--- config.mk ---
export PLATFORM = sky130hd
export DESIGN_NAME = shift_cmd_buffer
export DESIGN_NICKNAME = d
export VERILOG_FILES = /design/src/rtl/shift_cmd_buffer.sv
export SDC_FILE = /design/constraint.sdc
export NUM_CORES = 1
export LEC_CHECK = 0
export ABC_AREA = 1
export CAP_MARGIN = 20
export CELL_PAD_IN_SITES_DETAIL_PLACEMENT = 1
export CELL_PAD_IN_SITES_GLOBAL_PLACEMENT = 1
export CORE_MARGIN = 3
export CORE_UTILIZATION = 30
export DETAILED_ROUTE_END_ITERATION = 10
export DONT_BUFFER_PORTS = 1
export PLACE_DENSITY = 0.64
export SYNTH_ARGS = -nofsm -noshare
export SYNTH_HDL_FRONTEND = slang
export SYNTH_SLANG_ARGS = --single-unit
export TNS_END_PERCENT = 100
--- constraint.sdc ---
create_clock -name clk -period 4.3 [get_ports clk]
set_clock_uncertainty 0.05 [all_clocks]
set_input_delay 0.86 -clock clk [delete_from_list [all_inputs] [get_ports clk]]
set_output_delay 0.86 -clock clk [all_outputs]
set_load 0.02 [all_outputs]
--- src/rtl/shift_cmd_buffer.sv ---
// shift_cmd_buffer: command FIFO in front of a combinational shift_unit plus a
// registered result stage behind it. The FIFO head drives the shift_unit inputs;
// the shift_unit output is captured into res_data on each pop.
// Optional feature macro: SHIFT_ERR_EN (drops reserved-mode commands, pulses err).
`timescale 1ns/1ps

module shift_cmd_buffer #(
    parameter int DATA_W  = 8,
    parameter int SHIFT_W = 3,
    parameter int DEPTH   = 4
) (
    input  logic                       clk,
    input  logic                       rst,
    input  logic                       in_valid,
    output logic                       in_ready,
    input  logic [DATA_W-1:0]          in_data,
    input  logic [SHIFT_W-1:0]         in_shift,
    input  logic [1:0]                 in_mode,
    output logic [DATA_W-1:0]          su_data_in,
    output logic [SHIFT_W-1:0]         su_shift,
    output logic [1:0]                 su_mode,
    input  logic [DATA_W-1:0]          su_data_out,
    output logic                       res_valid,
    input  logic                       res_ready,
    output logic [DATA_W-1:0]          res_data,
    output logic [1:0]                 res_mode,
    output logic [$clog2(DEPTH):0]     count,
    output logic                       err
);

    localparam int PTR_W = $clog2(DEPTH);
    localparam int CNT_W = PTR_W + 1;

    typedef struct packed {
        logic [DATA_W-1:0]  data;
        logic [SHIFT_W-1:0] shift;
        logic [1:0]         mode;
    } cmd_t;

    cmd_t               mem_q [DEPTH];
    logic [PTR_W-1:0]   wr_ptr_q, rd_ptr_q;
    logic [CNT_W-1:0]   count_q, count_d;
    logic               res_valid_q;
    logic [DATA_W-1:0]  res_data_q;
    logic [1:0]         res_mode_q;

    logic full, empty, push, wr_en, pop;
    cmd_t head;

    assign full  = (count_q == CNT_W'(DEPTH));
    assign empty = (count_q == '0);

    // in_ready is forced low during reset so no handshake can complete then.
    assign in_ready = !rst && !full;
    assign push     = in_valid && in_ready;

`ifdef SHIFT_ERR_EN
    // Reserved-mode commands complete the handshake but never enter the FIFO.
    assign wr_en = push && (in_mode != 2'b11);

    logic err_q;

    // err pulses for exactly one cycle after a reserved-mode command is accepted.
    always_ff @(posedge clk or posedge rst) begin
        if (rst) err_q <= 1'b0;
        else     err_q <= push && (in_mode == 2'b11);
    end

    assign err = err_q;
`else
    assign wr_en = push;
    assign err   = 1'b0;
`endif

    // Pop when there is a head entry and the result register is free or draining.
    assign pop  = !empty && (!res_valid_q || res_ready);
    assign head = mem_q[rd_ptr_q];

    // Shift_unit inputs show the head entry, or zeros while the FIFO is empty.
    assign su_data_in = empty ? '0 : head.data;
    assign su_shift   = empty ? '0 : head.shift;
    assign su_mode    = empty ? '0 : head.mode;

    // Occupancy next-state: a simultaneous write and pop leaves it unchanged.
    always_comb begin
        // NOTE: default first so every path assigns count_d and no latch is inferred.
        count_d = count_q;
        case ({wr_en, pop})
            2'b10:   count_d = count_q + CNT_W'(1);
            2'b01:   count_d = count_q - CNT_W'(1);
            default: count_d = count_q;
        endcase
    end

    // FIFO storage write port.
    // NOTE: the array is deliberately left out of reset; entries are only read
    // after being written, and resetting storage costs reset fan-out for nothing.
    always_ff @(posedge clk) begin
        if (wr_en) mem_q[wr_ptr_q] <= '{data: in_data, shift: in_shift, mode: in_mode};
    end

    // Pointers and occupancy; pointers wrap naturally at DEPTH.
    always_ff @(posedge clk or posedge rst) begin
        // NOTE: non-blocking assignments for all state so every flop samples
        // pre-edge values regardless of statement order.
        if (rst) begin
            wr_ptr_q <= '0;
            rd_ptr_q <= '0;
            count_q  <= '0;
        end else begin
            if (wr_en) wr_ptr_q <= wr_ptr_q + PTR_W'(1);
            if (pop)   rd_ptr_q <= rd_ptr_q + PTR_W'(1);
            count_q <= count_d;
        end
    end

    // Result register: load on pop, clear valid when consumed with nothing new.
    always_ff @(posedge clk or posedge rst) begin
        if (rst) begin
            res_valid_q <= 1'b0;
            res_data_q  <= '0;
            res_mode_q  <= '0;
        end else if (pop) begin
            res_valid_q <= 1'b1;
            res_data_q  <= su_data_out;
            res_mode_q  <= head.mode;
        end else if (res_ready) begin
            res_valid_q <= 1'b0;
        end
    end

    assign res_valid = res_valid_q;
    assign res_data  = res_data_q;
    assign res_mode  = res_mode_q;
    assign count     = count_q;

endmodule

==> Word-level counts from Yosys, hierarchy flattened <==
Memory sizes are Yosys's and may differ from the RTL's.
Index checks and enable logic that the tools add are counted.
{ "totals": {"register_bits": 18, "mem_bits_rw": 52, "in_bits": 25, "output_inout_bits": 29, "n_memories": 1} }
{ "memory_table": {"columns": ["name", "depth", "width", "rd", "rd_ports_with_merged_regs", "wr", "line", "text"], "rows": [
  ["mem_q", 4, 13, 1, 0, 1, "40", "cmd_t mem_q [DEPTH];"]
]} }
{ "classes": {"addsub": 4, "eq_ne": 3, "mux": 8, "n_reduce_logical": 11} }
{ "ops": {"columns": ["cell", "n"], "rows": [
  ["two-way mux 8 bit", 1],
  ["case mux 3 bit (2 select lines)", 1],
  ["adder 2 x 1 -> 2 bit, second input constant", 2],
  ["zero test 1 bit", 4],
  ["two-way mux 1 bit", 4],
  ["nonzero test 2 bit", 2],
  ["adder 3 x 1 -> 3 bit, second input constant", 1],
  ["equality test 3 bit, second input constant", 1],
  ["logical AND 1 bit", 3],
  ["zero test 3 bit", 1],
  ["two-way mux 3 bit", 1],
  ["subtractor 3 x 1 -> 3 bit, second input constant", 1],
  ["equality test 2 x 1 -> 1 bit, second input constant", 1],
  ["equality test 2 bit, second input constant", 1],
  ["two-way mux 2 bit", 1],
  ["logical OR 1 bit", 1]
]} }

==> Longest topological paths before layout <==
Gate-level depths: netlist (run 1).
{ "logic_depth": {"depth_word": 6, "depth_mapped": 11, "ltp_nobuf": 10} }

==> Worst setup path after synthesis (run 1) <==
No wires, ideal clock.
{ "synth_path": {"path_type": "input -> register", "startpoint": "input port rst", "endpoint": "memory mem_q[0][0] (netlist bit), enable pin", "setup_time_ns": 0.382, "t_arrival_ns": 2.168, "path_slack_ns": 1.700, "stages": 3, "cell_sequence": "inv_1 -> nand3_2 -> nor2_1"} }
{ "synth_between": {"elab_chain_len": 5} }
{ "synth_rtl": {"columns": ["element", "line", "text"], "rows": [
  ["start: declaration", "13", "input logic rst,"],
  ["zero test 1 bit (no line)", null, null],
  ["logical AND 1 bit", "54", "assign in_ready = !rst && !full;"],
  ["logical AND 1 bit", "55", "assign push = in_valid && in_ready;"],
  ["two-way mux 1 bit", "99", "if (wr_en) mem_q[wr_ptr_q] <= '{data: in_data, shift: in_shift, mode: in_mode};"],
  ["two-way mux 1 bit (not written as such)", "99", null],
  ["end: declaration", "40", null]
]} }
No other way between the ends.

==> Worst setup path in the final report (run 1) <==
{ "layout_path": {"startpoint": "register rd_ptr_q[0]", "endpoint": "output port su_data_in[3]"} }
{ "layout_between": {"elab_chain_len": 2} }
{ "layout_rtl": {"columns": ["element", "line", "text"], "rows": [
  ["start: declaration", "41", "logic [PTR_W-1:0] wr_ptr_q, rd_ptr_q;"],
  ["start signal: assignment", "112", "if (pop) rd_ptr_q <= rd_ptr_q + PTR_W'(1);"],
  ["memory read (4 x 13 bit)", null, null],
  ["two-way mux 8 bit", "80", "assign su_data_in = empty ? '0 : head.data;"],
  ["end: declaration", "19", "output logic [DATA_W-1:0] su_data_in,"]
]} }
No other way between the ends.

==> reports/qor.log, run 1 <==
qor: drt.totalWireLength 6.42 mm
qor: critical_path.crit_path_start_kind register
qor: clock_tree.clock_insertion_delay_worst_skew 0.34 ns
qor: floorplanning.num_rows 36
qor: yosys.yosys.cell_types.count 23
qor: global_routing.vias_in_the_first_global_route 1,960
qor: layout.area_delta_synth_final 10.0%
qor: timing.unrepaired_setup_endpoints_after_global_routing no
qor: timing.timing.max_slew.rel_slack 0.313
qor: global_routing.antenna_violations_before_repair 0
qor: clock_tree.cts_made_buffers 9
qor: clock_tree.clkTransAtPathRegs 0.07 ns
qor: layout.most_used_cells_in_the_layout_excluding_fill_and_tap_cells sky130_fd_sc_hd__nand2_1, sky130_fd_sc_hd__edfxtp_1, sky130_fd_sc_hd__inv_1, sky130_fd_sc_hd__nand3_1, sky130_fd_sc_hd__dfrtp_1
qor: layout.final.fill_count 1,112
qor: clock_tree.h_tree_depth_reported_by_cts 3
qor: yosys.synth_cells 294
qor: timing.final_min_period_over_clock_period 0.740
qor: clock_tree.cts_root_buffer sky130_fd_sc_hd__clkbuf_8
qor: drt.route.vias.total 1,921
qor: critical_path.critPathRequiredTime 3.39 ns
qor: yosys.synth.cell_area 0.00306 mm^2
qor: yosys.syn_nets 325
qor: drt.detailedRoute.firstIterationViolations 61
qor: floorplanning.floorplan.initialDensity 0.311
qor: floorplanning.ios 54
qor: timing.worst-slew-pin-transition 1.03 ns
qor: yosys.synth-warning-count 0
qor: timing.final-hold-violation-count 0
qor: critical_path.end_kind output port
qor: clock_tree.clockBufferDepth 2
qor: pwr.cellLeakagePower 0.00147 uW
qor: timing.setup_viol_count_final 0
qor: run.maxCapViolCount 0
qor: critical_path.timing.reg2reg.setup_slack 1.94 ns
qor: drt.ant_nets 0
qor: clock_tree.post-cts-setup-buffers 0
qor: global_routing.grt_first_pass_wirelength 10.1 mm
qor: layout.fin_nets 329
qor: clock_tree.postcts_resize_cnt 0
qor: yosys.synth_adder_area_share 0.0270
qor: min_path.hold_class in -> async
qor: yosys.synth-seq-cells 70
qor: layout.antenna_cells 0
qor: global_routing.track_usage 0.117
qor: drt.residual_drc_count 0
qor: clock_tree.cts-hold-fix-buffers 0
qor: yosys.synth-compound-area-share 0.0257
qor: critical_path.worst-path-max-fanout 28
qor: yosys.synthSimpleGateAreaFrac 0.194
qor: placed_design.detailedPlace.worstSlack 1.44 ns
qor: clock_tree.clock_sink_count 70
qor: global_routing.global_route.overflow_total 0
qor: yosys.synth_area_leader_cell sky130_fd_sc_hd__edfxtp_1
qor: timing.fin_crit 3.18 ns
qor: timing.final_setup_slack_of_the_worst_path 1.12 ns
qor: yosys.synth_top_family_by_area simple AND/OR/NAND/NOR gates
qor: placed_design.portBuffers 0
qor: placed_design.gp_congestion 0.715
qor: layout.final_core_util 0.342
qor: layout.fraction_of_layout_instances_using_a_drive_strength_above_1 0.0861
qor: drt.average_wire_per_cell_in_the_routed_design 14.7 um
qor: status.outcome finished clean
qor: timing.setup_total_negative_slack 0 ns
qor: floorplanning.floorplan.die_area 0.0115 mm^2
qor: timing.max_freq 0.314 GHz
qor: layout.most_frequent_standard_cell_in_the_layout_excluding_fill_and_tap_cells sky130_fd_sc_hd__nand2_1
qor: timing.maxSlewViolCount 0
qor: clock_tree.tritoncts_clock_tree yes
qor: floorplanning.core-area 0.00986 mm^2
qor: timing.finalHoldWorstSlack 0.385 ns
qor: placed_design.dp_hpwl 4.22 mm
qor: drt.detail_route.vias_per_cell 4.42
qor: yosys.synth-xor-area-share 0.0114
qor: floorplanning.die_height 107 um
qor: pwr.cellPowerDensity 712 mW/mm^2
qor: drt.detail_route.first_pass.iterations 4
qor: critical_path.worst-setup-path-type reg -> out
qor: yosys.synth_area_per_cell 10.4 um^2
qor: global_routing.largest_net_degree_at_the_start_of_global_routing 29
qor: yosys.synth_top_area_frac 0.510
qor: yosys.yosys-top-cells-area sky130_fd_sc_hd__edfxtp_1, sky130_fd_sc_hd__dfrtp_1, sky130_fd_sc_hd__nand2_1
qor: yosys.synth.yosys.seq_area_share 0.657
qor: yosys.mux_cell_area_share_after_synthesis 0
qor: pwr.irDropWorstVdd 0.216 mV
qor: floorplanning.floorplan.die.width 107 um
qor: critical_path.critical_path_arrival 2.27 ns
[cell type report]
class | instances | area, um^2 | share of cell area
clock buffer | 11 | 131 | 0.0390
inverter | 40 | 155 | 0.0460
clock inverter | 4 | 72.6 | 0.0215
multi-input combinational | 172 | 795 | 0.236
tap | 133 | 166 | 0.0494
timing repair buffer | 5 | 37.5 | 0.0111
sequential | 70 | 2010 | 0.597
[kinds of logic after synthesis]
logic type	Yosys count
flip-flops	70
AO/OA/AOI/OAI	15
buffers and inverters	52
XOR/XNOR	4
other	1
adder cells (fa/ha/maj)	6
AND/OR/NAND/NOR	146
[metal layers]
metal	wire [um]	global-route usage
met1	2660	0.128
met4	127	0.0575
met2	3260	0.195
met3	372	0.0494
met5	0	0
[power by group]
part           total, uW  internal (uW)  switching, uW
clock                563            323            240
sequential          1090            862            229
combinational        745            211            534
total               2400           1400           1000
[sequential cells by signal, indices dropped and copies added, names as in the netlist]
signal     flops
res_valid      1
count          3
res_data       8
rd_ptr_q       2
wr_ptr_q       2
mem_q         52
res_mode       2
[worst paths after layout]
path                        startpoint             to  cells past startpoint
hold reg to reg            wr_ptr_q[1]    wr_ptr_q[1]                      2
setup / recovery           rd_ptr_q[0]  su_data_in[3]                      4
hold / removal                     rst       count[0]                      2
setup reg to reg              count[2]       count[2]                      8
min in group clk           wr_ptr_q[1]    wr_ptr_q[1]                      2
max in group asynchronous          rst    rd_ptr_q[0]                      2
[through the flow]
step,std cells,power [uW],instance area [um^2]
detailed placement,420,1880,3170
CTS,435,2450,3370
global placement,420,1850,3170
floorplan,294,1740,3060
finish,435,2400,3370
global route,435,2570,3370
[critical path: stages, from the launching register on]
cell and delay, ns:
sky130_fd_sc_hd__dfrtp_1 1.02, sky130_fd_sc_hd__inv_6 0.23, sky130_fd_sc_hd__nand2_1 0.13, sky130_fd_sc_hd__nand3_1 0.07, sky130_fd_sc_hd__a21oi_1 0.47
[cell usage after synthesis]
cell type	instances
sky130_fd_sc_hd__a21oi_1	12
sky130_fd_sc_hd__a21oi_2	1
sky130_fd_sc_hd__buf_2	3
sky130_fd_sc_hd__buf_4	4
sky130_fd_sc_hd__buf_6	5
sky130_fd_sc_hd__conb_1	1
sky130_fd_sc_hd__dfrtp_1	18
sky130_fd_sc_hd__edfxtp_1	52
sky130_fd_sc_hd__fa_1	1
sky130_fd_sc_hd__ha_1	5
sky130_fd_sc_hd__inv_1	37
sky130_fd_sc_hd__inv_2	2
sky130_fd_sc_hd__inv_6	1
sky130_fd_sc_hd__nand2_1	115
sky130_fd_sc_hd__nand2_2	2
sky130_fd_sc_hd__nand3_1	18
sky130_fd_sc_hd__nand3_2	1
sky130_fd_sc_hd__nand4_1	2
sky130_fd_sc_hd__nor2_1	7
sky130_fd_sc_hd__nor2_4	1
sky130_fd_sc_hd__o21ai_0	2
sky130_fd_sc_hd__xnor2_1	2
sky130_fd_sc_hd__xor2_1	2
No activity file was read; power rests on OpenSTA's default activity.
==> inputs of run 2 (changes only) <==
PLACE_DENSITY = 0.66   (was 0.64)
clock period = 2.8 ns   (was 4.3 ns; I/O delays follow)
==> reports/qor.log, run 2 (synthesized netlist as in run 1, its figures left out) <==
qor: clock_tree.clock_insertion_delay_worst_skew 0.34 ns [about the same]
qor: floorplanning.floorplan.die_area 0.0115 mm^2 [unchanged]
qor: min_path.hold_class in -> async
qor: timing.final_min_period_over_clock_period 0.872
qor: critical_path.worst_setup_path_startpoint rd_ptr_q[0]
qor: critical_path.worst_path_cell_chain inv_6 -> nand2_1 -> nand3_1 -> a21oi_1
qor: clock_tree.clkTransAtPathRegs 0.07 ns [about the same]
qor: global_routing.largest_net_degree_at_the_start_of_global_routing 28 [-3.4%]
qor: placed_design.postPlaceCellArea 0.00323 mm^2 [+2.1%]
qor: layout.final_core_util 0.346 [+0.00431]
qor: critical_path.critical-path-max-stage-delay 0.65 ns [-0.37 ns]
qor: critical_path.path_buf_inv 1 [unchanged]
qor: clock_tree.postcts_resize_cnt 0 [unchanged]
qor: layout.antenna_cells 0 [unchanged]
qor: pwr.cellLeakagePower 0.00150 uW [+2.5%]
qor: pwr.irDropWorstVdd 0.337 mV [+56%]
qor: pwr.cellPowerDensity 1090 mW/mm^2 [+53%]
qor: layout.fin_nets 336 [+2.1%]
qor: global_routing.grt_first_pass_wirelength 10.3 mm [+2.0%]
qor: floorplanning.die_height 107 um [unchanged]
qor: layout.final_design_area_no_fill 0.00341 mm^2 [+1.3%]
qor: pwr.total_power 3720 uW [+55%]
qor: critical_path.critPathRequiredTime 2.19 ns [-1.20 ns]
qor: critical_path.reg2reg_from count[0]
qor: floorplanning.floorplan.initialDensity 0.311 [unchanged]
qor: layout.registers.top_by_ff_count mem_q
qor: drt.residual_drc_count 0 [unchanged]
qor: clock_tree.clock_sink_count 70 [unchanged]
qor: clock_tree.post-cts-setup-buffers 0 [unchanged]
qor: drt.ant_nets 0 [unchanged]
qor: clock_tree.clockBufferDepth 2 [unchanged]
qor: floorplanning.floorplan.die.width 107 um [unchanged]
qor: floorplanning.core-area 0.00986 mm^2 [unchanged]
qor: drt.detail_route.first_pass.iterations 4 [unchanged]
qor: drt.totalWireLength 6.57 mm [+2.4%]
qor: drt.average_wire_per_cell_in_the_routed_design 14.8 um [+0.55%]
qor: status.outcome finished clean
qor: global_routing.track_usage 0.122 [+0.00464]
qor: drt.route.vias.total 1,902 [-0.99%]
qor: critical_path.slowest_stage sky130_fd_sc_hd__dfrtp_1
qor: timing.max_freq 0.410 GHz
qor: global_routing.antenna_violations_before_repair 0 [unchanged]
qor: critical_path.end_kind output port
qor: layout.fraction_of_layout_instances_using_a_drive_strength_above_1 0.110 [+0.0236]
qor: placed_design.gp_congestion 0.762 [+6.6%]
qor: drt.detailedRoute.firstIterationViolations 73 [+20%]
qor: clock_tree.cts_root_buffer sky130_fd_sc_hd__clkbuf_8
qor: timing.worst-slew-pin-transition 0.559 ns [-0.471 ns]
qor: layout.largest_register_ff_count 52 [unchanged]
qor: critical_path.gate_family_responsible_for_the_most_delay_along_the_worst_path flip-flops
qor: timing.maxSlewViolCount 0 [unchanged]
qor: global_routing.vias_in_the_first_global_route 1,981 [+1.1%]
qor: floorplanning.ios 54 [unchanged]
qor: critical_path.worst-setup-path-type reg -> out
qor: global_routing.global_route.overflow_total 0 [unchanged]
qor: clock_tree.h_tree_depth_reported_by_cts 3 [unchanged]
qor: clock_tree.cts-hold-fix-buffers 0 [unchanged]
qor: placed_design.portBuffers 0 [unchanged]
qor: clock_tree.tritoncts_clock_tree yes
qor: timing.timing.max_slew.rel_slack 0.628 [+0.315]
qor: timing.fin_crit 2.44 ns
qor: timing.unrepaired_setup_endpoints_after_global_routing no
qor: clock_tree.cts_made_buffers 9 [unchanged]
qor: critical_path.crit_path_start_kind register
qor: timing.final-hold-violation-count 0 [unchanged]
qor: layout.most_frequent_standard_cell_in_the_layout_excluding_fill_and_tap_cells sky130_fd_sc_hd__nand2_1
qor: run.maxCapViolCount 0 [unchanged]
qor: layout.most_used_cells_in_the_layout_excluding_fill_and_tap_cells sky130_fd_sc_hd__nand2_1, sky130_fd_sc_hd__edfxtp_1, sky130_fd_sc_hd__inv_1, sky130_fd_sc_hd__nand3_1, sky130_fd_sc_hd__dfrtp_1
qor: critical_path.critical_path_arrival 1.83 ns [-0.44 ns]
qor: drt.detail_route.vias_per_cell 4.29 [-2.8%]
qor: floorplanning.num_rows 36 [unchanged]
qor: layout.final.fill_count 1,104 [-0.72%]
qor: layout.area_delta_synth_final 11.4%
qor: placed_design.dp_hpwl 4.33 mm [+2.6%]
qor: timing.setup_total_negative_slack 0 ns [unchanged]
qor: timing.setup_viol_count_final 0 [unchanged]
qor: critical_path.worst-path-max-fanout 27 [-3.6%]
==> run 2: final timing paths <==
kind,end,slack [ns],cells past startpoint
worst max register to register,count[2],0.66,9
worst min register to register,wr_ptr_q[1],0.49,2
max in group asynchronous,rd_ptr_q[1],2.34,2
min in group clk,mem_q[2][1],0.26,0
worst min-delay path,res_valid,0.14,2
worst max-delay path,su_data_in[2],0.36,4
==> run 2: area by class of cell <==
cell class                 count  area [um^2]  share of cell area
sequential                    70         2010               0.590
inverter                      40          155              0.0455
tap                          133          166              0.0488
timing repair buffer          12          103              0.0301
clock inverter                 5         50.0              0.0147
multi-input combinational    172          795               0.233
clock buffer                  11          131              0.0385
==> run 2: power breakdown <==
| group | switching, uW | internal, uW | total [uW] |
|---|---|---|---|
| Clock | 351 | 406 | 757 |
| Combinational | 933 | 419 | 1350 |
| Sequential | 282 | 1330 | 1610 |
| Total | 1570 | 2150 | 3720 |
==> run 2: layer usage <==
metal	GRT usage	routed length, um	up-vias
met5	0	0	-
met4	0.0438	93	0
met2	0.216	3520	30
li1	-	-	948
met1	0.126	2610	918
met3	0.0554	345	6
==> run 2: worst reg2reg max path, delay by kind of cell (launching register included) <==
family | cells | cell delay, ns
simple gates | 5 | 0.67
buf+inv | 1 | 0.06
flops | 1 | 0.51
xor+xnor | 1 | 0.16
fa+ha+maj | 2 | 0.57
==> run 2: stage by stage <==
step	hold slack [ns]	cells	worst slack [ns]
after floorplan	0.442	294	0.500
after global placement	0.476	427	0.725
after detailed placement	0.482	427	0.666
final	0.138	443	0.358
after CTS	0.125	443	0.321
after global routing	0.130	443	0.225
